[config.mk]
export PLATFORM = sky130hd
export DESIGN_NAME = calc_core_seq
export DESIGN_NICKNAME = d
export VERILOG_FILES = /design/src/rtl/calc_core_seq.sv
export SDC_FILE = /design/constraint.sdc
export NUM_CORES = 1
export LEC_CHECK = 0
export BUFFER_PORTS_ARGS = -buffer_cell sky130_fd_sc_hd__buf_2
export CAP_MARGIN = 15
export CORE_MARGIN = 10
export CORE_UTILIZATION = 55
export CTS_BUF_LIST = sky130_fd_sc_hd__clkbuf_8
export DETAILED_ROUTE_END_ITERATION = 12
export GPL_ROUTABILITY_DRIVEN = 0
export PLACE_DENSITY = 0.74
export SLEW_MARGIN = 20
export SYNTH_ARGS = -nofsm -noshare
export SYNTH_HDL_FRONTEND = slang
export SYNTH_SLANG_ARGS = --single-unit
[constraint.sdc]
create_clock -name CLK_28 -period 6.3 [get_ports CLK_28]
set_clock_uncertainty 0.05 [all_clocks]
set_input_delay 0.945 -clock CLK_28 [delete_from_list [all_inputs] [get_ports CLK_28]]
set_output_delay 0.945 -clock CLK_28 [all_outputs]
set_load 0.01 [all_outputs]
[src/rtl/calc_core_seq.sv]
// Sequential WIDTH-bit arithmetic core: one-cycle add/sub, shift-add multiply and
// restoring divide, with a start/busy/done handshake and chained accumulator mode.
module calc_core_seq #(
  parameter int WIDTH = 8
) (
  input  logic               CLK_28,
  input  logic               RST,
  input  logic               start,
  input  logic [1:0]         op,
  input  logic               chain,
  input  logic [WIDTH-1:0]   a,
  input  logic [WIDTH-1:0]   b,
  output logic [2*WIDTH-1:0] result,
  output logic [WIDTH-1:0]   remainder,
  output logic               busy,
  output logic               done,
  output logic               carry,
  output logic               borrow,
  output logic               div0
);

  localparam int CW = $clog2(WIDTH + 1);

  typedef enum logic [1:0] {S_IDLE, S_CALC, S_DONE} state_t;
  typedef enum logic [1:0] {OP_ADD, OP_SUB, OP_MUL, OP_DIV} op_t;

  state_t state_q, state_d;
  op_t    op_q, op_d;

  logic [WIDTH-1:0]   opa_q, opa_d;
  logic [WIDTH-1:0]   opb_q, opb_d;
  logic [CW-1:0]      cnt_q, cnt_d;
  logic [2*WIDTH-1:0] acc_q, acc_d;
  logic [2*WIDTH-1:0] mcand_q, mcand_d;
  logic [WIDTH-1:0]   mplier_q, mplier_d;
  logic [WIDTH-1:0]   prem_q, prem_d;
  logic [WIDTH-1:0]   quo_q, quo_d;
  logic [2*WIDTH-1:0] result_q, result_d;
  logic [WIDTH-1:0]   remainder_q, remainder_d;
  logic               carry_q, carry_d;
  logic               borrow_q, borrow_d;
  logic               div0_q, div0_d;

  logic               last;
  logic [WIDTH-1:0]   opa_sel;
  logic [WIDTH:0]     sum;
  logic [WIDTH:0]     trial;
  logic               ge;
  logic [2*WIDTH-1:0] acc_nxt;
  logic [WIDTH-1:0]   prem_nxt;
  logic [WIDTH-1:0]   quo_nxt;

  assign last = (cnt_q == CW'(1));

  always_ff @(posedge CLK_28) begin
    if (RST) state_q <= S_IDLE;
    else     state_q <= state_d;
  end

  always_comb begin
    state_d = state_q;
    case (state_q)
      S_IDLE:  if (start) state_d = S_CALC;
      S_CALC:  if (last)  state_d = S_DONE;
      S_DONE:  state_d = S_IDLE;
      default: state_d = S_IDLE;
    endcase
  end

  always_comb begin
    busy = (state_q != S_IDLE);
    done = (state_q == S_DONE);
  end

  always_comb begin
    op_d        = op_q;
    opa_d       = opa_q;
    opb_d       = opb_q;
    cnt_d       = cnt_q;
    acc_d       = acc_q;
    mcand_d     = mcand_q;
    mplier_d    = mplier_q;
    prem_d      = prem_q;
    quo_d       = quo_q;
    result_d    = result_q;
    remainder_d = remainder_q;
    carry_d     = carry_q;
    borrow_d    = borrow_q;
    div0_d      = div0_q;

    opa_sel  = chain ? result_q[WIDTH-1:0] : a;
    sum      = {1'b0, opa_q} + {1'b0, opb_q};
    acc_nxt  = acc_q + (mplier_q[0] ? mcand_q : '0);
    // Restoring step: shift the next dividend bit into the partial remainder, keep the subtraction only if it fits
    trial    = {prem_q, quo_q[WIDTH-1]};
    ge       = (trial >= {1'b0, opb_q});
    prem_nxt = ge ? WIDTH'(trial - {1'b0, opb_q}) : trial[WIDTH-1:0];
    quo_nxt  = {quo_q[WIDTH-2:0], ge};

    if (state_q == S_IDLE && start) begin
      op_d     = op_t'(op);
      opa_d    = opa_sel;
      opb_d    = b;
      cnt_d    = (op == 2'b10 || (op == 2'b11 && b != '0)) ? CW'(WIDTH) : CW'(1);
      acc_d    = '0;
      mcand_d  = {{WIDTH{1'b0}}, opa_sel};
      mplier_d = b;
      prem_d   = '0;
      quo_d    = opa_sel;
    end else if (state_q == S_CALC) begin
      cnt_d    = cnt_q - CW'(1);
      acc_d    = acc_nxt;
      mcand_d  = mcand_q << 1;
      mplier_d = mplier_q >> 1;
      prem_d   = prem_nxt;
      quo_d    = quo_nxt;
      if (last) begin
        remainder_d = '0;
        carry_d     = 1'b0;
        borrow_d    = 1'b0;
        div0_d      = 1'b0;
        case (op_q)
          OP_ADD: begin
            result_d = {{(WIDTH-1){1'b0}}, sum};
            carry_d  = sum[WIDTH];
          end
          OP_SUB: begin
            result_d = {{WIDTH{1'b0}}, opa_q - opb_q};
            borrow_d = (opa_q < opb_q);
          end
          OP_MUL: result_d = acc_nxt;
          OP_DIV: begin
            if (opb_q == '0) begin
              result_d    = {{WIDTH{1'b0}}, {WIDTH{1'b1}}};
              remainder_d = opa_q;
              div0_d      = 1'b1;
            end else begin
              result_d    = {{WIDTH{1'b0}}, quo_nxt};
              remainder_d = prem_nxt;
            end
          end
        endcase
      end
    end
  end

  always_ff @(posedge CLK_28) begin
    if (RST) begin
      op_q        <= OP_ADD;
      opa_q       <= '0;
      opb_q       <= '0;
      cnt_q       <= '0;
      acc_q       <= '0;
      mcand_q     <= '0;
      mplier_q    <= '0;
      prem_q      <= '0;
      quo_q       <= '0;
      result_q    <= '0;
      remainder_q <= '0;
      carry_q     <= 1'b0;
      borrow_q    <= 1'b0;
      div0_q      <= 1'b0;
    end else begin
      op_q        <= op_d;
      opa_q       <= opa_d;
      opb_q       <= opb_d;
      cnt_q       <= cnt_d;
      acc_q       <= acc_d;
      mcand_q     <= mcand_d;
      mplier_q    <= mplier_d;
      prem_q      <= prem_d;
      quo_q       <= quo_d;
      result_q    <= result_d;
      remainder_q <= remainder_d;
      carry_q     <= carry_d;
      borrow_q    <= borrow_d;
      div0_q      <= div0_d;
    end
  end

  assign result    = result_q;
  assign remainder = remainder_q;
  assign carry     = carry_q;
  assign borrow    = borrow_q;
  assign div0      = div0_q;

endmodule

Word-level counts from Yosys, hierarchy flattened
Index checks and enable logic that the tools add are counted.
{ "totals": {"elab_cells": 69, "output_inout_bits": 29, "input_bits": 22, "regBits": 107} }
{ "classes": {"mux": 23, "magnitude_cmp": 2, "n_bitwise": 1, "reduce_logical": 12, "add_sub_neg": 5, "eq_ne": 10} }
{ "ops": {"columns": ["op", "n"], "rows": [
  ["$mux W8", 11],
  ["$pmux W16 S4", 1],
  ["$add A16 B16 Y16", 1],
  ["$mux W16", 1],
  ["$sub A8 B8 Y8", 2],
  ["$mux W4", 3],
  ["$eq A2 B2 Y1 const B", 5],
  ["$add A8 B8 Y9", 1],
  ["$ge A9 B8 Y1", 1],
  ["$logic_not A8 Y1", 1],
  ["$lt A8 B8 Y1", 1],
  ["$reduce_bool A8 Y1", 1],
  ["$eq A2 B1 Y1 const B", 2],
  ["$eq A4 B1 Y1 const B", 1],
  ["$logic_not A2 Y1", 2],
  ["$mux W1", 4],
  ["$mux W2", 2],
  ["$ne A2 B2 Y1 const B", 2],
  ["$pmux W2 S2", 1],
  ["$reduce_bool A2 Y1", 2],
  ["$sub A4 B1 Y4 const B", 1],
  ["$reduce_and A3 Y1", 1],
  ["$logic_and A1 B1 Y1", 2],
  ["$reduce_and A2 Y1", 1],
  ["other kinds (3)", 3]
]} }

Depth between registers and ports, before layout
Gate-level depths: netlist (run 1).
{ "depth": {"ltp_word": 5, "ltp_mapped": 11, "ltp_nobuf": 11} }

Worst setup path after synthesis (run 1)
OpenSTA, ideal clock, no wires.
{ "synth_path": {"kind": "register to register", "start": "register mplier_q[0]", "end": "register result_q[14], in the netlist result[14]", "required_ns": 6.126, "n_path_buf": 1, "setup_time_ns": 0.124, "t_arrival_ns": 2.255, "path_slack_ns": 3.871, "synth_period_minus_slack_ns": 2.429, "stages_incl_launch_ff": 11, "cell_sequence": "dfxtp_1 > clkbuf_1 > and2_1 > fa_1 > a21oi_1 > o22ai_1 > o31ai_1 > o211ai_1 > o41ai_1 > xor2_1 > o21ai_0"} }
{ "synth_between": {"elab_chain_len": 3} }
{ "synth_lines": {"columns": ["item", "line_no", "source"], "rows": [
  ["start, declared", "35", "logic [WIDTH-1:0] mplier_q, mplier_d;"],
  ["start signal, assigned", "170", "mplier_q <= mplier_d;"],
  ["$mux W16", "93", "acc_nxt = acc_q + (mplier_q[0] ? mcand_q : '0);"],
  ["$add A16 B16 Y16", "93", null],
  ["$pmux W16 S4", "122", "case (op_q)"],
  ["end signal, assigned", "173", "result_q <= result_d;"],
  ["end, declared", "38", "logic [2*WIDTH-1:0] result_q, result_d;"]
]} }
Every way passes these cells.
A chain may end at the register's enable or synchronous reset.

Worst setup path after layout (run 1)
{ "layout_path": {"start": "register mplier_q[0]", "end": "register acc_q[14]"} }
{ "layout_between": {"elab_chain_len": 2} }
{ "layout_lines": {"columns": ["item", "line_no", "source"], "rows": [
  ["$mux W16", "93", null],
  ["$add A16 B16 Y16", "93", null],
  ["end signal, assigned", "153", "acc_q <= '0;"],
  ["end signal, assigned", "168", "acc_q <= acc_d;"],
  ["end, declared", "33", "logic [2*WIDTH-1:0] acc_q, acc_d;"]
]} }
Every way passes these cells.

==> run summary, run 1 <==
cell row count - 38
sequential element share of the synthesized area - 35.5%
Ant. Diodes - 0
number of synthesized flops with an enable pin - 0
Hold-fix buffers, CTS - 0
initial core utilization - 55.9%
clock transition at the registers of the reported paths - 0.10 ns
Synth area leader - dfxtp_1
TritonCTS clock tree - yes
vias in the first global route - 5293
antenna violations before repair - 0
drt pass-1 iters - 5
MaxCap Viol Count - 0
die height - 125 µm
routed wire length - 16.2 mm
largest net degree at the start of global routing - 67
Syn Std Cell Area - 0.00603 mm²
die area - 0.0156 mm²
syn nets - 834
Area contributors post-synth - dfxtp_1, ha_1, nand2_1
number of buffers created by CTS - 9
layout cells sized above 1 - 11.3%
Synth top area share - 35.5%
worst skew pair latency - 0.39 ns
clock root buffer - clkbuf_8
Crit Path Max Fanout - 17
ys flop type - dfxtp_1
Tmin final - 3.07 ns
Setup-failing EPs final - 0
Max-slew headroom - 39.5%
Worst setup SP type - flop
Vias/cell - 5.99
Layout area overhead - 8.78%
period utilization - 48.7%
Tot Pwr - 1590 µW
worst hold path class - flop to flop
Vias - 5616
count leader, synth - nand2_1
Synth Warn # - 0
DRT antenna net count - 0
power per cell area - 242 mW/mm²
Worst EP arrival - 3.26 ns
average size of a mapped cell - 7.86 µm²
total gr overflow - 0
Util after Layout - 60.8%
total core area - 0.0108 mm²
RSZ-0062 raised after global routing - no
Post-synth top cells - nand2_1, dfxtp_1, a21oi_1, nor2_1, o21ai_0
Port-buffer cells - 50
Yosys cell types - 58
status - finished, final reports clean
Worst EP required - 6.49 ns
Slew @ Worst Pin - 0.907 ns
GRT Overall Usage - 20.3%
DRC - 0
Setup CP Type - flop to flop
number of nets in the layout - 860
CP Capture Type - flop
Die X - 125 µm
Peak VDD IR - 180 µV
Yosys reg bits - 107
Async S/R FF share, synth - 0%
hpwl dp - 12.1 mm
clk buf depth - 2
Ports - 51
filler cell count - 978
CTS sink cnt - 107
post-CTS resize count - 0
first-pass GRT wire length - 26.4 mm
wire per inst - 17.3 µm
htree depth - 3
DRT iter0 DRCs - 534
fmax - 326 MHz
Final Hold Viols - 0
TNS Setup - 0 ns
P_leak - 0.00265 µW
Gate Count Post-Synth - 767
setup bufs post-CTS - 0
Max Slew Vio Count - 0
## per-layer routing
layer / wire [µm] / global-route usage [%]
met1: 7380 / 26.2
met2: 7560 / 32.8
met3: 929 / 3.45
met4: 327 / 7.68
met5: 0 / 0
## power by group
group / switching, µW / internal, µW
sequential: 35.9 / 708
clock: 243 / 235
combinational: 228 / 136
## through the flow
step                      area (µm²)  worst slack [ns]  cells  hold slack [ns]
after detailed placement        6340              3.29    922            0.394
after global routing            6560              2.92    938            0.436
after floorplan                 6030              3.87    767            0.386
after CTS                       6560              3.26    938            0.413
after global placement          6340              3.41    922            0.380
final                           6560              3.23    938            0.410
## worst max-delay path, stage by stage, from the launching register on
cell and delay, ns:
dfxtp_1 0.47, and2_1 0.22, ha_1 0.20, fa_1 0.41, a21oi_1 0.24, o22ai_1 0.14
o31ai_1 0.60, o211ai_1 0.18, o41ai_1 0.12, xor2_1 0.22, a21oi_1 0.10
## state kept, by name (all words and copies together), names as in the netlist, 4 cells and up
register / flops
opb_q: 8
remainder: 8
cnt_q: 4
prem_q: 8
mcand_q: 16
mplier_q: 8
result: 16
quo_q: 8
opa_q: 8
acc_q: 16
## cells in the final DEF (no fill, tap or decap), drive strengths merged, types with 2 or more instances in the layout
master  netlist  routed
clkinv        0       2
bufinv        0       2
nor4          4       4
and2         18      18
nor2         58      58
and3          3       3
fa            4       4
a31oi        17      17
o21a          5       5
nor3          5       5
nand4         4       4
or3           6       6
o221ai        2       2
nand2       134     134
or4           2       2
mux2          6       6
ha           41      41
o22ai        10      10
a22oi        10      10
nand2b        6       6
o21ai        53      53
a211oi        8       8
a311oi        2       2
a21oi        85      85
buf           8      55
dfxtp       107     107
o41ai         2       2
a21o          7       7
nand3        22      22
inv          33      34
o21bai        7       7
xnor2        16      16
nor2b         6       6
xor2          9       9
a22o          4       4
clkbuf       32      10
o211ai        8       8
mux2i         9       9
## kinds of logic (layout without fill, tap and decap cells)
group | count (synthesis) | count (layout) | share of synthesized area (%)
AO/OA/AOI/OAI | 230 | 230 | 23.3
multiplexers | 16 | 16 | 2.99
XOR/XNOR | 25 | 25 | 3.63
flip-flops | 107 | 107 | 35.5
buffers and inverters | 73 | 104 | 4.69
AND/OR/NAND/NOR | 271 | 271 | 20.1
adder cells (fa/ha/maj) | 45 | 45 | 9.83
## cell type report
cell class,instances,area [µm²],share of cell area (%)
Sequential cell,107,2140,32.7
Tap cell,140,175,2.67
Multi-Input combinational cell,587,3610,55.0
Inverter,33,124,1.89
Timing Repair Buffer,55,288,4.39
Clock inverter,6,86.3,1.32
Clock buffer,10,138,2.10
## worst paths after layout
check / start / to / slack [ns] / cells past startpoint
worst max-delay path: mplier_q[0] / acc_q[14] / 3.23 / 10
worst min-delay path: mplier_q[7] / mplier_q[7] / 0.41 / 2
worst max register to register: mplier_q[0] / acc_q[14] / 3.23 / 10
worst min register to register: mplier_q[7] / mplier_q[7] / 0.41 / 2
Power figures use the tool's default switching activity.
==> run 2: changes to the inputs <==
- clock period: 6.3 -> 3.1 ns (I/O delays scaled with it)
==> run 2 against run 1 <==
Net effect: wire length increased by 0.14%; combinational power increased by 110%; global-route usage increased by 0.28 points; sequential power increased by 100%; power increased by 90%; critical path depth increased by 1; first-iteration DRC count decreased by 13%; worst setup slack got worse by 2.9 ns; count of clock-buffer cells in the layout unchanged; sequential share of layout area about the same; critical endpoint unchanged; largest power group unchanged; highest routed layer unchanged.
==> run summary, run 2 (synthesized netlist as in run 1, its figures left out) <==
clock transition at the registers of the reported paths - 0.09 ns (was 0.10 ns)
Pint - 2030 µW (was 1080 µW)
Hold Crit Depth - 3 (was 2)
Reg2Reg Depth - 11 (was 10)
r2r setup slk - 0.35 ns (was 3.23 ns)
Max-slew headroom - 43.1% (was 39.5%)
post-CTS resize count - 0 (unchanged)
Vias/cell - 5.95 (was 5.99)
commonest non-fill, non-tap cell in the layout - nand2_1 (unchanged)
Port-buffer cells - 50 (unchanged)
worst hold path class - primary input to flop (was flop to flop)
crit path cell chain - and2_1 > ha_1 > fa_1 > a21oi_1 > o22ai_1 > o31ai_1 > buf_4 > o211ai_1 > o41ai_1 > xor2_1 > a21oi_1 (was and2_1 > ha_1 > fa_1 > a21oi_1 > o22ai_1 > o31ai_1 > o211ai_1 > o41ai_1 > xor2_1 > a21oi_1)
Worst setup SP type - flop (unchanged)
DRC - 0 (unchanged)
filler cell count - 975 (was 978)
worst skew pair latency - 0.39 ns (about the same)
RR Startpoint - mplier_q[0] (unchanged)
largest net degree at the start of global routing - 67 (unchanged)
Vias - 5628 (was 5616)
Ports - 51 (unchanged)
CTS sink cnt - 107 (unchanged)
Reg2Reg Capture Point - acc_q[14] (unchanged)
Worst EP required - 3.30 ns (was 6.49 ns)
Seq pwr share - 49.8% (was 46.9%)
Peak VDD IR - 309 µV (was 180 µV)
P_leak - 0.00268 µW (was 0.00265 µW)
GRT Overall Usage - 20.5% (was 20.3%)
fmax - 364 MHz (was 326 MHz)
most used cell, CP - a21oi_1 (unchanged)
hpwl dp - 12.0 mm (was 12.1 mm)
delay-heaviest family, CP - compound AO/OA/AOI/OAI gates (unchanged)
TritonCTS clock tree - yes (unchanged)
period utilization - 88.7% (was 48.7%)
multi-input logic area - 0.00361 mm² (unchanged)
Tmin final - 2.75 ns (was 3.07 ns)
layout cells sized above 1 - 11.8% (was 11.3%)
Max Slew Vio Count - 0 (unchanged)
DRT antenna net count - 0 (unchanged)
CP Buf/Inv Count - 1 (was 0)
Setup CP Type - flop to flop (unchanged)
number of buffers created by CTS - 9 (unchanged)
Crit Path Max Fanout - 17 (unchanged)
Ant. Diodes - 0 (unchanged)
cell row count - 38 (unchanged)
htree depth - 3 (unchanged)
combinational fraction of design power - 24.8% (was 23.0%)
Slowest cell on crit path - dfxtp_1 (was o31ai_1)
CP Capture Type - flop (unchanged)
Sequential Area - 0.00214 mm² (unchanged)
cell count along the critical path - 11 (was 10)
total core area - 0.0108 mm² (unchanged)
routed wire length - 16.2 mm (about the same)
CP Launch Point - mplier_q[0] (unchanged)
RSZ-0062 raised after global routing - no (unchanged)
vias in the first global route - 5556 (was 5293)
Slew @ Worst Pin - 0.852 ns (was 0.907 ns)
clock root buffer - clkbuf_8 (unchanged)
number of nets in the layout - 869 (was 860)
clk buf depth - 2 (unchanged)
Layout area overhead - 8.86% (was 8.78%)
Layout Cells excl Fill - 946 (was 938)
Final Hold Viols - 0 (unchanged)
Sw Ratio - 32.9% (was 31.9%)
status - finished, final reports clean (unchanged)
initial core utilization - 55.9% (unchanged)
TNS Setup - 0 ns (unchanged)
crit path to - acc_q[14] (unchanged)
Worst EP arrival - 2.94 ns (was 3.26 ns)
Switch Pwr - 992 µW (was 507 µW)
MaxCap Viol Count - 0 (unchanged)
wire per inst - 17.1 µm (was 17.3 µm)
DRT iter0 DRCs - 467 (was 534)
die area - 0.0156 mm² (unchanged)
cell total after placement - 931 (was 922)
first-pass GRT wire length - 26.8 mm (was 26.4 mm)
drt pass-1 iters - 5 (unchanged)
die height - 125 µm (unchanged)
Setup-failing EPs final - 0 (unchanged)
clock power share - 25.4% (was 30.1%)
setup bufs post-CTS - 0 (unchanged)
most frequent cells in the layout - nand2_1, dfxtp_1, a21oi_1, nor2_1, buf_2 (unchanged)
Hold-fix buffers, CTS - 0 (unchanged)
slowest stage delay, CP - 0.46 ns (was 0.60 ns)
Die X - 125 µm (unchanged)
power per cell area - 460 mW/mm² (was 242 mW/mm²)
antenna violations before repair - 0 (unchanged)
total gr overflow - 0 (unchanged)
## run 2: cell types whose count changed in the layout (fill, tap and decap cells not counted)
cell       delta
buf_4         +9
inv_1         +3
bufinv_16     -2
clkinv_2      -1
inv_6         -1
## run 2: worst min path at each step
| stage | start | endpoint | slack (ns) |
|---|---|---|---|
| floorplan | acc_q[12] | acc_q[12] | 0.39 |
| global placement | result[9] | result[9] | 0.39 |
| detailed placement | result[14] | result[14] | 0.40 |
| CTS | op[0] | op_q[0] | 0.25 |
| global route | op[0] | op_q[0] | 0.26 |
| finish | op[0] | op_q[0] | 0.26 |
## run 2: layout make-up
| cell class | instances | share of cell area, % |
|---|---|---|
| Multi-Input combinational cell | 587 | 54.9 |
| Sequential cell | 107 | 32.6 |
| Timing Repair Buffer | 64 | 5.41 |
| Tap cell | 140 | 2.67 |
| Clock buffer | 10 | 2.10 |
| Inverter | 33 | 1.89 |
| Clock inverter | 5 | 0.362 |
## run 2: routing by layer
| layer | share of wire [%] | vias up | GRT usage (%) |
|---|---|---|---|
| met2 | 45 | 225 | 33.1 |
| met4 | 3.2 | 0 | 9.87 |
| li1 | - | 2754 | - |
| met3 | 7.6 | 36 | 4.85 |
| met1 | 44 | 2613 | 25.2 |
| met5 | 0 | - | 0 |
## run 2: stage by stage
stage	total power [µW]	setup WS, ns	hold WS (ns)	area (µm²)	util, %
2_1_floorplan	2090	0.671	0.386	6030	-
3_5_place_dp	2270	0.381	0.396	6400	59.3
4_1_cts	3020	0.347	0.251	6570	60.8
3_3_place_gp	2250	0.494	0.390	6400	59.3
6_report	3020	0.350	0.263	6570	60.8
5_1_grt	3170	0.121	0.262	6570	60.8
## run 2: tightest hold or removal path, delay by kind of cell
kind / cells / cell delay (ns)
buffers and inverters: 1 / 0.10
AND/OR/NAND/NOR: 1 / 0.05
AO/OA/AOI/OAI: 1 / 0.05
## run 2: power by group through the flow
stage	Sequential, µW	Combinational (µW)	Clock, µW
floorplan	1510	575	0
global placement	1530	721	0
detailed placement	1530	736	0
CTS	1500	740	782
global route	1510	833	825
finish	1500	749	766
==> run 3: changes to the inputs <==
- ABC_AREA: unset -> 1
- CORE_UTILIZATION: 55 -> 44
- PLACE_DENSITY: 0.74 -> unset
==> run 3 against run 2 <==
Net effect: critical path depth did not move; largest power group unchanged; non-clock buffer count fell by 5; largest cell class unchanged; sequential cell count unchanged.
==> run summary, run 3 <==
clk buf depth - 2 (unchanged)
Syn Std Cell Area - 0.00665 mm² (was 0.00603 mm²)
initial core utilization - 45.3% (was 55.9%)
clock root buffer - clkbuf_8 (unchanged)
period utilization - 77.7% (was 88.7%)
Max Slew Vio Count - 0 (unchanged)
Crit Path Max Fanout - 17 (unchanged)
delay-heaviest family, CP - flip-flops (was compound AO/OA/AOI/OAI gates)
Synth top area share - 32.2% (was 35.5%)
Worst EP required - 3.35 ns (was 3.30 ns)
antenna violations before repair - 0 (unchanged)
largest net degree at the start of global routing - 55 (was 67)
layout cells sized above 1 - 9.97% (was 11.8%)
Tmin final - 2.41 ns (was 2.75 ns)
Slew @ Worst Pin - 0.837 ns (was 0.852 ns)
Hold-fix buffers, CTS - 0 (unchanged)
CTS sink cnt - 107 (unchanged)
die height - 143 µm (was 125 µm)
clock transition at the registers of the reported paths - 0.11 ns (was 0.09 ns)
routed wire length - 20.0 mm (was 16.2 mm)
Layout area overhead - 9.67% (was 8.86%)
Async S/R FF share, synth - 0% (unchanged)
Setup-failing EPs final - 0 (unchanged)
cell row count - 44 (was 38)
CP Capture Type - flop (unchanged)
Worst setup SP type - flop (unchanged)
CP Buf/Inv Count - 2 (was 1)
Synth area leader - dfxtp_1 (unchanged)
hpwl dp - 15.2 mm (was 12.0 mm)
Die X - 143 µm (was 125 µm)
Ports - 51 (unchanged)
ys flop type - dfxtp_1 (unchanged)
Worst EP arrival - 2.65 ns (was 2.94 ns)
count leader, synth - nand2_1 (unchanged)
commonest non-fill, non-tap cell in the layout - nand2_1 (unchanged)
filler cell count - 1573 (was 975)
P_leak - 0.00368 µW (was 0.00268 µW)
Peak VDD IR - 403 µV (was 309 µV)
wire per inst - 16.2 µm (was 17.1 µm)
Area contributors post-synth - dfxtp_1, nand2_1, inv_1 (was dfxtp_1, ha_1, nand2_1)
syn nets - 1076 (was 834)
fmax - 415 MHz (was 364 MHz)
WHS - 0.304 ns (was 0.263 ns)
first-pass GRT wire length - 32.2 mm (was 26.8 mm)
average size of a mapped cell - 6.59 µm² (was 7.86 µm²)
DRT iter0 DRCs - 561 (was 467)
GRT Overall Usage - 19.7% (was 20.5%)
DRC - 0 (unchanged)
multi-input logic area - 0.00380 mm² (was 0.00361 mm²)
Gate Count Post-Synth - 1009 (was 767)
Final Hold Viols - 0 (unchanged)
DRT antenna net count - 0 (unchanged)
TritonCTS clock tree - yes (unchanged)
die area - 0.0204 mm² (was 0.0156 mm²)
status - finished, final reports clean (unchanged)
number of buffers created by CTS - 9 (unchanged)
slowest stage delay, CP - 0.71 ns (was 0.46 ns)
power per cell area - 524 mW/mm² (was 460 mW/mm²)
Ant. Diodes - 0 (unchanged)
Port-buffer cells - 50 (unchanged)
htree depth - 3 (unchanged)
number of nets in the layout - 1115 (was 869)
Vias/cell - 5.35 (was 5.95)
number of synthesized flops with an enable pin - 0 (unchanged)
MaxCap Viol Count - 0 (unchanged)
Post-synth top cells - nand2_1, inv_1, dfxtp_1, nand3_1, a21oi_1 (was nand2_1, dfxtp_1, a21oi_1, nor2_1, o21ai_0)
crit path cell chain - nand2_1 > inv_1 > ha_1 > fa_1 > nand3_1 > nand3_1 > nand2_1 > a21boi_0 > o21ai_0 > o211ai_1 > inv_1 (was and2_1 > ha_1 > fa_1 > a21oi_1 > o22ai_1 > o31ai_1 > buf_4 > o211ai_1 > o41ai_1 > xor2_1 > a21oi_1)
RSZ-0062 raised after global routing - no (unchanged)
worst hold path class - primary input to flop (unchanged)
total core area - 0.0147 mm² (was 0.0108 mm²)
most frequent cells in the layout - nand2_1, inv_1, dfxtp_1, nand3_1, a21oi_1 (was nand2_1, dfxtp_1, a21oi_1, nor2_1, buf_2)
setup bufs post-CTS - 0 (unchanged)
Yosys reg bits - 107 (unchanged)
Sequential Area - 0.00214 mm² (unchanged)
Tot Pwr - 3820 µW (was 3020 µW)
Synth Warn # - 0 (unchanged)
Slowest cell on crit path - dfxtp_1 (unchanged)
Setup CP Type - flop to flop (unchanged)
Max-slew headroom - 44.1% (was 43.1%)
total gr overflow - 0 (unchanged)
Vias - 6614 (was 5628)
worst skew pair latency - 0.39 ns (about the same)
sequential element share of the synthesized area - 32.2% (was 35.5%)
TNS Setup - 0 ns (unchanged)
drt pass-1 iters - 7 (was 5)
Yosys cell types - 45 (was 58)
vias in the first global route - 6061 (was 5556)
post-CTS resize count - 0 (unchanged)
run 3: cell count changes after synthesis, moves of 13 or more:
cell,previous run,this run
nand2_1,134,283
and2_1,17,0
inv_1,33,143
a31oi_1,17,3
nand3_1,20,95
buf_2,1,14
xnor2_1,16,2
clkbuf_1,32,14
run 3: final timing paths:
check	startpoint	slack, ns	depth (start not counted)	to
setup / recovery	mplier_q[0]	0.69	11	acc_q[8]
setup reg to reg	mplier_q[0]	0.69	11	acc_q[8]
hold / removal	b[0]	0.30	3	opb_q[0]
hold reg to reg	result[13]	0.42	2	result[13]
run 3: cell type report:
cell class,instances,area share [%]
timing repair buffer,59,4.36
tap,184,3.16
clock buffer,9,1.70
inverter,149,7.70
sequential,107,29.4
clock inverter,7,1.59
multi-input combinational,722,52.1
run 3: per-layer routing:
layer,GRT usage (%),wire [µm]
met5,0,0
met4,6.62,378
met3,3.28,1280
met2,28.2,8270
met1,29.0,10100
run 3: stage by stage:
step,std cells,area (µm²),setup slack [ns],util [%]
global placement,1221,7060,0.693,48.0
finish,1237,7300,0.691,49.6
detailed placement,1221,7060,0.681,48.0
floorplan,1009,6650,0.894,-
CTS,1237,7300,0.674,49.6
global route,1237,7300,0.379,49.6
run 3: logic make-up (layout without fill, tap and decap cells):
family	count (synthesis)	in the layout	share of synthesized area (%)
AO/OA/AOI/OAI	176	176	14.9
XOR/XNOR	11	11	1.45
adder cells (fa/ha/maj)	45	45	8.91
buffers and inverters	180	224	10.6
flip-flops	107	107	32.2
AND/OR/NAND/NOR	490	490	31.9
run 3: power breakdown:
group | total [µW] | leakage, µW | switching, µW | internal [µW]
sequential | 1550 | 0.000871 | 78.3 | 1470
clock | 1060 | 0.000125 | 520 | 537
combinational | 1220 | 0.00268 | 822 | 394
run 3: worst min-delay path, stage by stage:
cell	delay (ns)
buf_2	0.09
nand2_1	0.09
nand2_1	0.07
